### config.mk
export PLATFORM = sky130hd
export DESIGN_NAME = alarma_ctrl
export DESIGN_NICKNAME = d
export VERILOG_FILES = /design/src/rtl/alarma_ctrl.sv
export SDC_FILE = /design/constraint.sdc
export NUM_CORES = 1
export LEC_CHECK = 0
export CORE_ASPECT_RATIO = 1.4
export CORE_UTILIZATION = 30
export CTS_CLUSTER_SIZE = 14
export DETAILED_ROUTE_END_ITERATION = 6
export RECOVER_POWER = 25
export SYNTH_ARGS = -nofsm -noshare
export SYNTH_HDL_FRONTEND = slang
export SYNTH_SLANG_ARGS = --single-unit
### constraint.sdc
create_clock -name CLK -period 2.6 [get_ports CLK]
set_input_delay 0.52 -clock CLK [delete_from_list [all_inputs] [get_ports CLK]]
set_output_delay 0.52 -clock CLK [all_outputs]
set_load 0.01 [all_outputs]
### src/rtl/alarma_ctrl.sv
// Alarm sequencer: synchronises and debounces the button, runs the arm/disarm FSM, drives LUZ/SIRENA.
// Define ALARMA_ZONE_LATCH_EN to add the ZONA output (tripped-zone latch).
module alarma_ctrl #(
    parameter int N_ZONES      = 4,
    parameter int DEBOUNCE_CYC = 16,
    parameter int EXIT_DLY     = 1000,
    parameter int ENTRY_DLY    = 500,
    parameter int ALARM_TIME   = 2000,
    parameter int BLINK_HALF   = 50
) (
    input  logic               CLK,
    input  logic               RST,
    input  logic               Button,
    input  logic [N_ZONES-1:0] SENSOR,
    output logic               LUZ,
    output logic               SIRENA,
    output logic [2:0]         ESTADO
`ifdef ALARMA_ZONE_LATCH_EN
    ,
    output logic [N_ZONES-1:0] ZONA
`endif
);

    localparam int MAX_DLY = (EXIT_DLY > ENTRY_DLY) ?
                             ((EXIT_DLY > ALARM_TIME) ? EXIT_DLY : ALARM_TIME) :
                             ((ENTRY_DLY > ALARM_TIME) ? ENTRY_DLY : ALARM_TIME);
    localparam int TW = $clog2(MAX_DLY + 1);
    localparam int DW = $clog2(DEBOUNCE_CYC + 1);
    localparam int BW = $clog2(BLINK_HALF + 1);

    typedef enum logic [2:0] {
        DESARMADA = 3'd0,
        SALIDA    = 3'd1,
        ARMADA    = 3'd2,
        ENTRADA   = 3'd3,
        ALARMA    = 3'd4
    } state_t;

    logic               btn_s1_reg, btn_s2_reg;
    logic [N_ZONES-1:0] sen_s1_reg, sen_s2_reg;
    logic [DW-1:0]      db_cnt_reg;
    logic               db_level_reg, db_prev_reg;
    logic [1:0]         rdy_cnt_reg;
    logic               btn_armed_reg;
    logic               press, tripped, expiry;

    state_t             state_reg, state_next;
    logic [TW-1:0]      timer_reg, timer_next;
    logic [BW-1:0]      blink_cnt_reg, blink_cnt_next;
    logic               luz_reg, luz_next;
    logic               sirena_reg, sirena_next;

    always_ff @(posedge CLK or negedge RST) begin
        if (!RST) begin
            btn_s1_reg <= 1'b0;
            btn_s2_reg <= 1'b0;
            sen_s1_reg <= '0;
            sen_s2_reg <= '0;
        end else begin
            btn_s1_reg <= Button;
            btn_s2_reg <= btn_s1_reg;
            sen_s1_reg <= SENSOR;
            sen_s2_reg <= sen_s1_reg;
        end
    end

    // A press only counts once the synced button has been seen low after reset,
    // so a button held through reset release cannot arm the system.
    always_ff @(posedge CLK or negedge RST) begin
        if (!RST) begin
            db_cnt_reg    <= '0;
            db_level_reg  <= 1'b0;
            db_prev_reg   <= 1'b0;
            rdy_cnt_reg   <= 2'd0;
            btn_armed_reg <= 1'b0;
        end else begin
            db_prev_reg <= db_level_reg;
            if (rdy_cnt_reg != 2'd2)
                rdy_cnt_reg <= rdy_cnt_reg + 2'd1;
            if (rdy_cnt_reg == 2'd2 && !btn_s2_reg)
                btn_armed_reg <= 1'b1;
            if (btn_s2_reg != db_level_reg) begin
                if (db_cnt_reg == DW'(DEBOUNCE_CYC - 1)) begin
                    db_level_reg <= btn_s2_reg;
                    db_cnt_reg   <= '0;
                end else begin
                    db_cnt_reg <= db_cnt_reg + 1'b1;
                end
            end else begin
                db_cnt_reg <= '0;
            end
        end
    end

    assign press   = db_level_reg & ~db_prev_reg & btn_armed_reg;
    assign tripped = |sen_s2_reg;
    assign expiry  = (timer_reg == '0);

    always_comb begin
        state_next     = state_reg;
        timer_next     = timer_reg;
        blink_cnt_next = blink_cnt_reg;
        luz_next       = luz_reg;
        case (state_reg)
            DESARMADA: if (press) state_next = SALIDA;
            SALIDA: begin
                if (press)       state_next = DESARMADA;
                else if (expiry) state_next = ARMADA;
            end
            ARMADA: begin
                if (press)        state_next = DESARMADA;
                else if (tripped) state_next = ENTRADA;
            end
            ENTRADA: begin
                if (press)       state_next = DESARMADA;
                else if (expiry) state_next = ALARMA;
            end
            ALARMA: begin
                if (press)       state_next = DESARMADA;
                else if (expiry) state_next = ARMADA;
            end
            default: state_next = DESARMADA;
        endcase

        // Every lit state starts with LUZ on, so entry needs no per-state table.
        if (state_next != state_reg) begin
            blink_cnt_next = '0;
            luz_next       = (state_next != DESARMADA);
            case (state_next)
                SALIDA:  timer_next = TW'(EXIT_DLY - 1);
                ENTRADA: timer_next = TW'(ENTRY_DLY - 1);
                ALARMA:  timer_next = TW'(ALARM_TIME - 1);
                default: timer_next = '0;
            endcase
        end else begin
            if (timer_reg != '0)
                timer_next = timer_reg - 1'b1;
            if (state_reg == SALIDA || state_reg == ENTRADA) begin
                if (blink_cnt_reg == BW'(BLINK_HALF - 1)) begin
                    blink_cnt_next = '0;
                    luz_next       = ~luz_reg;
                end else begin
                    blink_cnt_next = blink_cnt_reg + 1'b1;
                end
            end
        end
        sirena_next = (state_next == ALARMA);
    end

    always_ff @(posedge CLK or negedge RST) begin
        if (!RST) begin
            state_reg     <= DESARMADA;
            timer_reg     <= '0;
            blink_cnt_reg <= '0;
            luz_reg       <= 1'b0;
            sirena_reg    <= 1'b0;
        end else begin
            state_reg     <= state_next;
            timer_reg     <= timer_next;
            blink_cnt_reg <= blink_cnt_next;
            luz_reg       <= luz_next;
            sirena_reg    <= sirena_next;
        end
    end

    assign LUZ    = luz_reg;
    assign SIRENA = sirena_reg;
    assign ESTADO = state_reg;

`ifdef ALARMA_ZONE_LATCH_EN
    logic [N_ZONES-1:0] zona_reg;

    // Kept through DESARMADA so the user can see which zone fired after disarming.
    always_ff @(posedge CLK or negedge RST) begin
        if (!RST) begin
            zona_reg <= '0;
        end else if (state_next == SALIDA && state_reg != SALIDA) begin
            zona_reg <= '0;
        end else if (state_reg == ARMADA && state_next == ENTRADA) begin
            zona_reg <= sen_s2_reg;
        end else if (state_reg == ENTRADA || state_reg == ALARMA) begin
            zona_reg <= zona_reg | sen_s2_reg;
        end
    end

    assign ZONA = zona_reg;
`endif

endmodule

# --- After elaboration in Yosys (flattened, before gate mapping) ---
# Index checks and enable logic that the tools add are counted.
word_totals:
  mem_bits_ro: 0
  wordCells: 68
  output_inout_bits: 5
  latchBits: 0
  mem_count: 0
  ff_bits: 42
  ramBits: 0
  inputBits: 7
op_classes:
  bitwise_logic: 4
  multipliers: 0
  div: 0
  mux: 19
  reduce_logical: 14
  shift: 0
  n_eq_ne: 13
  add_sub_neg: 4
  order_cmp: 0
ops:
  columns: ["operator", "count"]
  rows:
  - ["$pmux W11 S3", 1]
  - ["$mux W11", 2]
  - ["$mux W3", 7]
  - ["$mux W6", 3]
  - ["$pmux W3 S4", 1]
  - ["$logic_not A11 Y1", 1]
  - ["$reduce_bool A11 Y1", 1]
  - ["$sub A11 B1 Y11 const B", 1]
  - ["$mux W5", 2]
  - ["$eq A3 B2 Y1 const B", 3]
  - ["$add A6 B1 Y6 const B", 1]
  - ["$eq A3 B1 Y1 const B", 2]
  - ["$eq A3 B3 Y1 const B", 2]
  - ["$eq A6 B6 Y1 const B", 1]
  - ["$reduce_bool A2 Y1", 3]
  - ["$add A5 B1 Y5 const B", 1]
  - ["$eq A5 B4 Y1 const B", 1]
  - ["$reduce_and A2 Y1", 2]
  - ["$reduce_or A4 Y1", 1]
  - ["$logic_not A3 Y1", 1]
  - ["$mux W1", 3]
  - ["$ne A3 B3 Y1", 1]
  - ["$reduce_bool A3 Y1", 1]
  - ["$add A2 B1 Y2 const B", 1]
  - ["9 further kinds", 11]

# --- Depth between registers and ports, before layout ---
logic_depth:
  ltp_word: 8
  ltp_mapped: 8
  mapped_depth_nobuf: 7

# --- Least setup slack after synthesis ---
# OpenSTA, ideal clock, no wires.
synth_timing:
  kind: "flip-flop to flip-flop"
  from: "register timer_reg[0]"
  to: "register luz_reg, in the netlist LUZ"
  stages_incl_launch_ff: 9
  setup_time_ns: 0.079
  period_less_slack_ns: 2.170
  n_path_buf: 1
  setup_slack_ns: 0.430
  required_time_ns: 2.521
  arrival_ns: 2.091
  cell_sequence: "dfrtp_1 -> inv_1 -> ha_1 -> or3b_2 -> clkbuf_1 -> nor4b_4 -> nor2_2 -> nor2_2 -> mux2i_1"
synth_via:
  elab_chain_len: 7
  word_cells_on_any_way: 12
  classes_between: "eq/ne (1); mux (6); reduce/logical (5)"
synth_lines:
  columns: ["item", "line_no", "source"]
  rows:
  - ["from (decl)", "48", "logic [TW-1:0] timer_reg, timer_next;"]
  - ["from (signal assigned)", "159", "timer_reg <= timer_next;"]
  - ["$logic_not A11 Y1 (*)", "97", "assign expiry = (timer_reg == '0);"]
  - ["$mux W3, on equally long branches", "108, 120, 116", null]
  - ["$mux W3, on equally long branches", "119, 115", null]
  - ["$pmux W3 S4 (*)", "104", "case (state_reg)"]
  - ["$ne A3 B3 Y1", "126", "if (state_next != state_reg) begin"]
  - ["$reduce_bool A2 Y1 (no line)", null, null]
  - ["$reduce_and A2 Y1 (no line)", null, null]
  - ["to (signal assigned)", "161", "luz_reg <= luz_next;"]
  - ["to (decl)", "50", "logic luz_reg, luz_next;"]
# Every way passes the cells marked *; elsewhere a longest branch is shown, timed or not.
# A chain may end at the register's enable or synchronous reset.

# --- Worst setup path after layout ---
layout_timing:
  from: "register timer_reg[0]"
  to: "register timer_reg[6]"
layout_via:
  elab_chain_len: 7
  word_cells_on_any_way: 16
  classes_between: "add/sub (1); eq/ne (4); mux (8); reduce/logical (3)"
layout_lines:
  columns: ["item", "line_no", "source"]
  rows:
  - ["$logic_not A11 Y1", "97", null]
  - ["$mux W3, on equally long branches", "108, 120, 116", null]
  - ["$mux W3, on equally long branches", "119, 115", null]
  - ["$pmux W3 S4", "104", null]
  - ["$eq A3 B3 Y1, or another cell as far along", "129", "case (state_next)"]
  - ["$pmux W11 S3", "129", null]
  - ["$mux W11", "126", null]
# Several ways; a longest one is shown, not always the timed one. The select of a mux whose other input is x is not followed.

==> flow_metrics.env <==
export IMPL_outcome="finished, final reports clean"
export IMPL_num_rows=34
export IMPL_yosysWarnings=0
export IMPL_yosys_area_top_type_share_pct=53.3
export IMPL_ir_drop_mv=0.499
export IMPL_fin_setup_tns_ns=0
export IMPL_antenna_found_initial=0
export IMPL_grt_start_max_net_pins=43
export IMPL_critPathKind="reg -> reg"
export IMPL_port_buffers=11
export IMPL_postSynthNetCount=196
export IMPL_ys_types=43
export IMPL_gp_congestion=0.804
export IMPL_cts_root_buf="clkbuf_8"
export IMPL_place_inst=263
export IMPL_arrival_ns=2.51
export IMPL_cts_resized=0
export IMPL_via_per_inst=5.07
export IMPL_clk_latency_ns=0.29
export IMPL_synth_edff_count=0
export IMPL_period_needed_ns=2.36
export IMPL_overflow=0
export IMPL_cp_data_required_time_ns=2.75
export IMPL_cts_buffers=5
export IMPL_post_drt_wl_per_cell_um=13.5
export IMPL_slew_violations=0
export IMPL_synthTopCellsByArea="dfrtp_1 53%, o21ai_0 4.6%, xnor2_1 3.6%"
export IMPL_track_usage_pct=11.7
export IMPL_netlist_instances=184
export IMPL_fin_nets=210
export IMPL_seq_area_frac_synth_pct=53.3
export IMPL_synth_area_leader_cell="dfrtp_1"
export IMPL_tightest_slew_ns=1.04
export IMPL_rsz0062_at_grt="false"
export IMPL_drtPass1Iterations=4
export IMPL_synth_area_um2=1970
export IMPL_ios=12
export IMPL_ys_ff_latch=42
export IMPL_die_x_um=70.5
export IMPL_fin_cells=271
export IMPL_largest_reg_flops=11
export IMPL_die_area_um2=6900
export IMPL_drc=0
export IMPL_hold_viol_final=0
export IMPL_postRouteAntennaNets=0
export IMPL_power_leakage_nw=0.951
export IMPL_start_util_pct=31.3
export IMPL_postSynthAreaPerCell_um2=10.7
export IMPL_hold_class="reg -> reg"
export IMPL_yosysMostFrequentCell="dfrtp_1"
export IMPL_cts_max_path_buffers=2
export IMPL_num_antenna_cells=0
export IMPL_grt_pass1_wl_mm=6.31
export IMPL_vias=1375
export IMPL_area_growth_pct=14.7
export IMPL_critPathLaunchType="flop"
export IMPL_worst_path_max_fanout=6
export IMPL_wirelength_mm=3.67
export IMPL_p_per_area_nw_per_um2=923
export IMPL_post_cts_buffers=0
export IMPL_grt_pass1_vias=1373
export IMPL_fin_skew_ns=0.00228
export IMPL_hpwl_mm=2.67
export IMPL_cts_max_level=2
export IMPL_synth_common_cells="42 x dfrtp_1, 18 x o21ai_0, 15 x nor2_1"
export IMPL_drive_above_1_share_pct=10.6
export IMPL_core_um2=6300
export IMPL_synthFlopType="dfrtp_1"
export IMPL_setup_viol=0
export IMPL_cp_end_kind="flop"
export IMPL_clkTransAtPathRegs_ns=0.08
export IMPL_fmax_ghz=0.423
export IMPL_cts_tree="yes"
export IMPL_cap_violations=0
export IMPL_first_iter_violations=35
export IMPL_relSlewSlack_pct=30.3
export IMPL_layout_worst_path_cycle_share_pct=90.8
export IMPL_die_h_um=97.9
export IMPL_hold_buffers=0
export IMPL_async_reset_ff_share_pct=100
export IMPL_clkSinkCount=42
[metrics by stage]
step                cell area, um^2  util, %  hold WS [ns]  total power, mW  setup WS (ns)
finish                         2260     35.9         0.351             2.09          0.239
global route                   2260     35.9         0.365             2.25         0.0755
CTS                            2260     35.9         0.355             2.12          0.208
detailed placement             2150     34.1         0.336             1.60          0.208
global placement               2150     34.1         0.332             1.60          0.239
floorplan                      1970        -         0.224             1.43          0.430
[power by group]
part | internal, mW | switching [mW]
combinational | 0.298 | 0.287
sequential | 0.810 | 0.190
clock | 0.286 | 0.215
total | 1.39 | 0.692
[final timing paths]
kind	startpoint	endpoint	slack [ns]	cells past startpoint
setup / recovery	timer_reg[0]	timer_reg[6]	0.24	7
hold / removal	sen_s1_reg[0]	sen_s2_reg[0]	0.35	0
setup reg to reg	timer_reg[0]	timer_reg[6]	0.24	7
hold reg to reg	sen_s1_reg[0]	sen_s2_reg[0]	0.35	0
max in group asynchronous	RST	blink_cnt_reg[4]	1.55	1
min in group asynchronous	RST	timer_reg[7]	0.40	1
[logic make-up (layout without fill, tap and decap cells)]
group | Yosys count | after routing | share of synthesized area (%)
fa+ha+maj | 5 | 5 | 3.17
buf+inv | 11 | 26 | 2.54
compound gates | 44 | 44 | 14.0
simple gates | 67 | 67 | 20.2
flops | 42 | 42 | 53.3
xor+xnor | 13 | 13 | 5.78
mux | 2 | 2 | 1.02
[metal layers]
layer | wire length [um] | share of wire (%) | track usage (%) | up-vias
met1 | 1610 | 44 | 13.2 | 662
li1 | - | - | - | 684
met3 | 94 | 2.6 | 2.58 | 8
met5 | 0 | 0 | 0 | -
met2 | 1850 | 50 | 20.5 | 21
met4 | 117 | 3.2 | 6.28 | 0
[cells in the final DEF (no fill, tap or decap), types with 2 or more instances in the layout]
master,instances
xnor2_1,8
o31ai_1,3
ha_1,5
and3_1,2
nand4_1,2
dlygate4sd3_1,5
o21ai_0,18
xor2_1,5
nor4_1,2
nor2b_1,4
and2_0,2
nor2_1,15
dfrtp_1,42
clkdlybuf4s50_1,5
nor3_1,6
nor2_2,2
nand3b_1,3
mux2i_1,2
a2bb2oi_1,2
o21bai_1,2
nand3_1,9
or4_4,2
nand2_1,9
buf_4,2
a21oi_1,11
clkbuf_8,5
inv_1,5
[final cells by class]
type | count | area, um^2
Fill cell | 637 | 4040
Multi-Input combinational cell | 131 | 870
Inverter | 5 | 18.8
Clock inverter | 2 | 37.5
Timing Repair Buffer | 13 | 120
Sequential cell | 42 | 1050
Clock buffer | 6 | 72.6
Tap cell | 72 | 90.1
[worst max-delay path, cell delays in order, from the launching register on]
cell and delay, ns:
dfrtp_1 0.41, inv_1 0.09, ha_1 0.18, or4b_2 0.66
nor4_4 0.29, a21oi_1 0.17, o211ai_2 0.28, o21ai_0 0.14
Note: power is estimated with default switching activity, not from simulation.
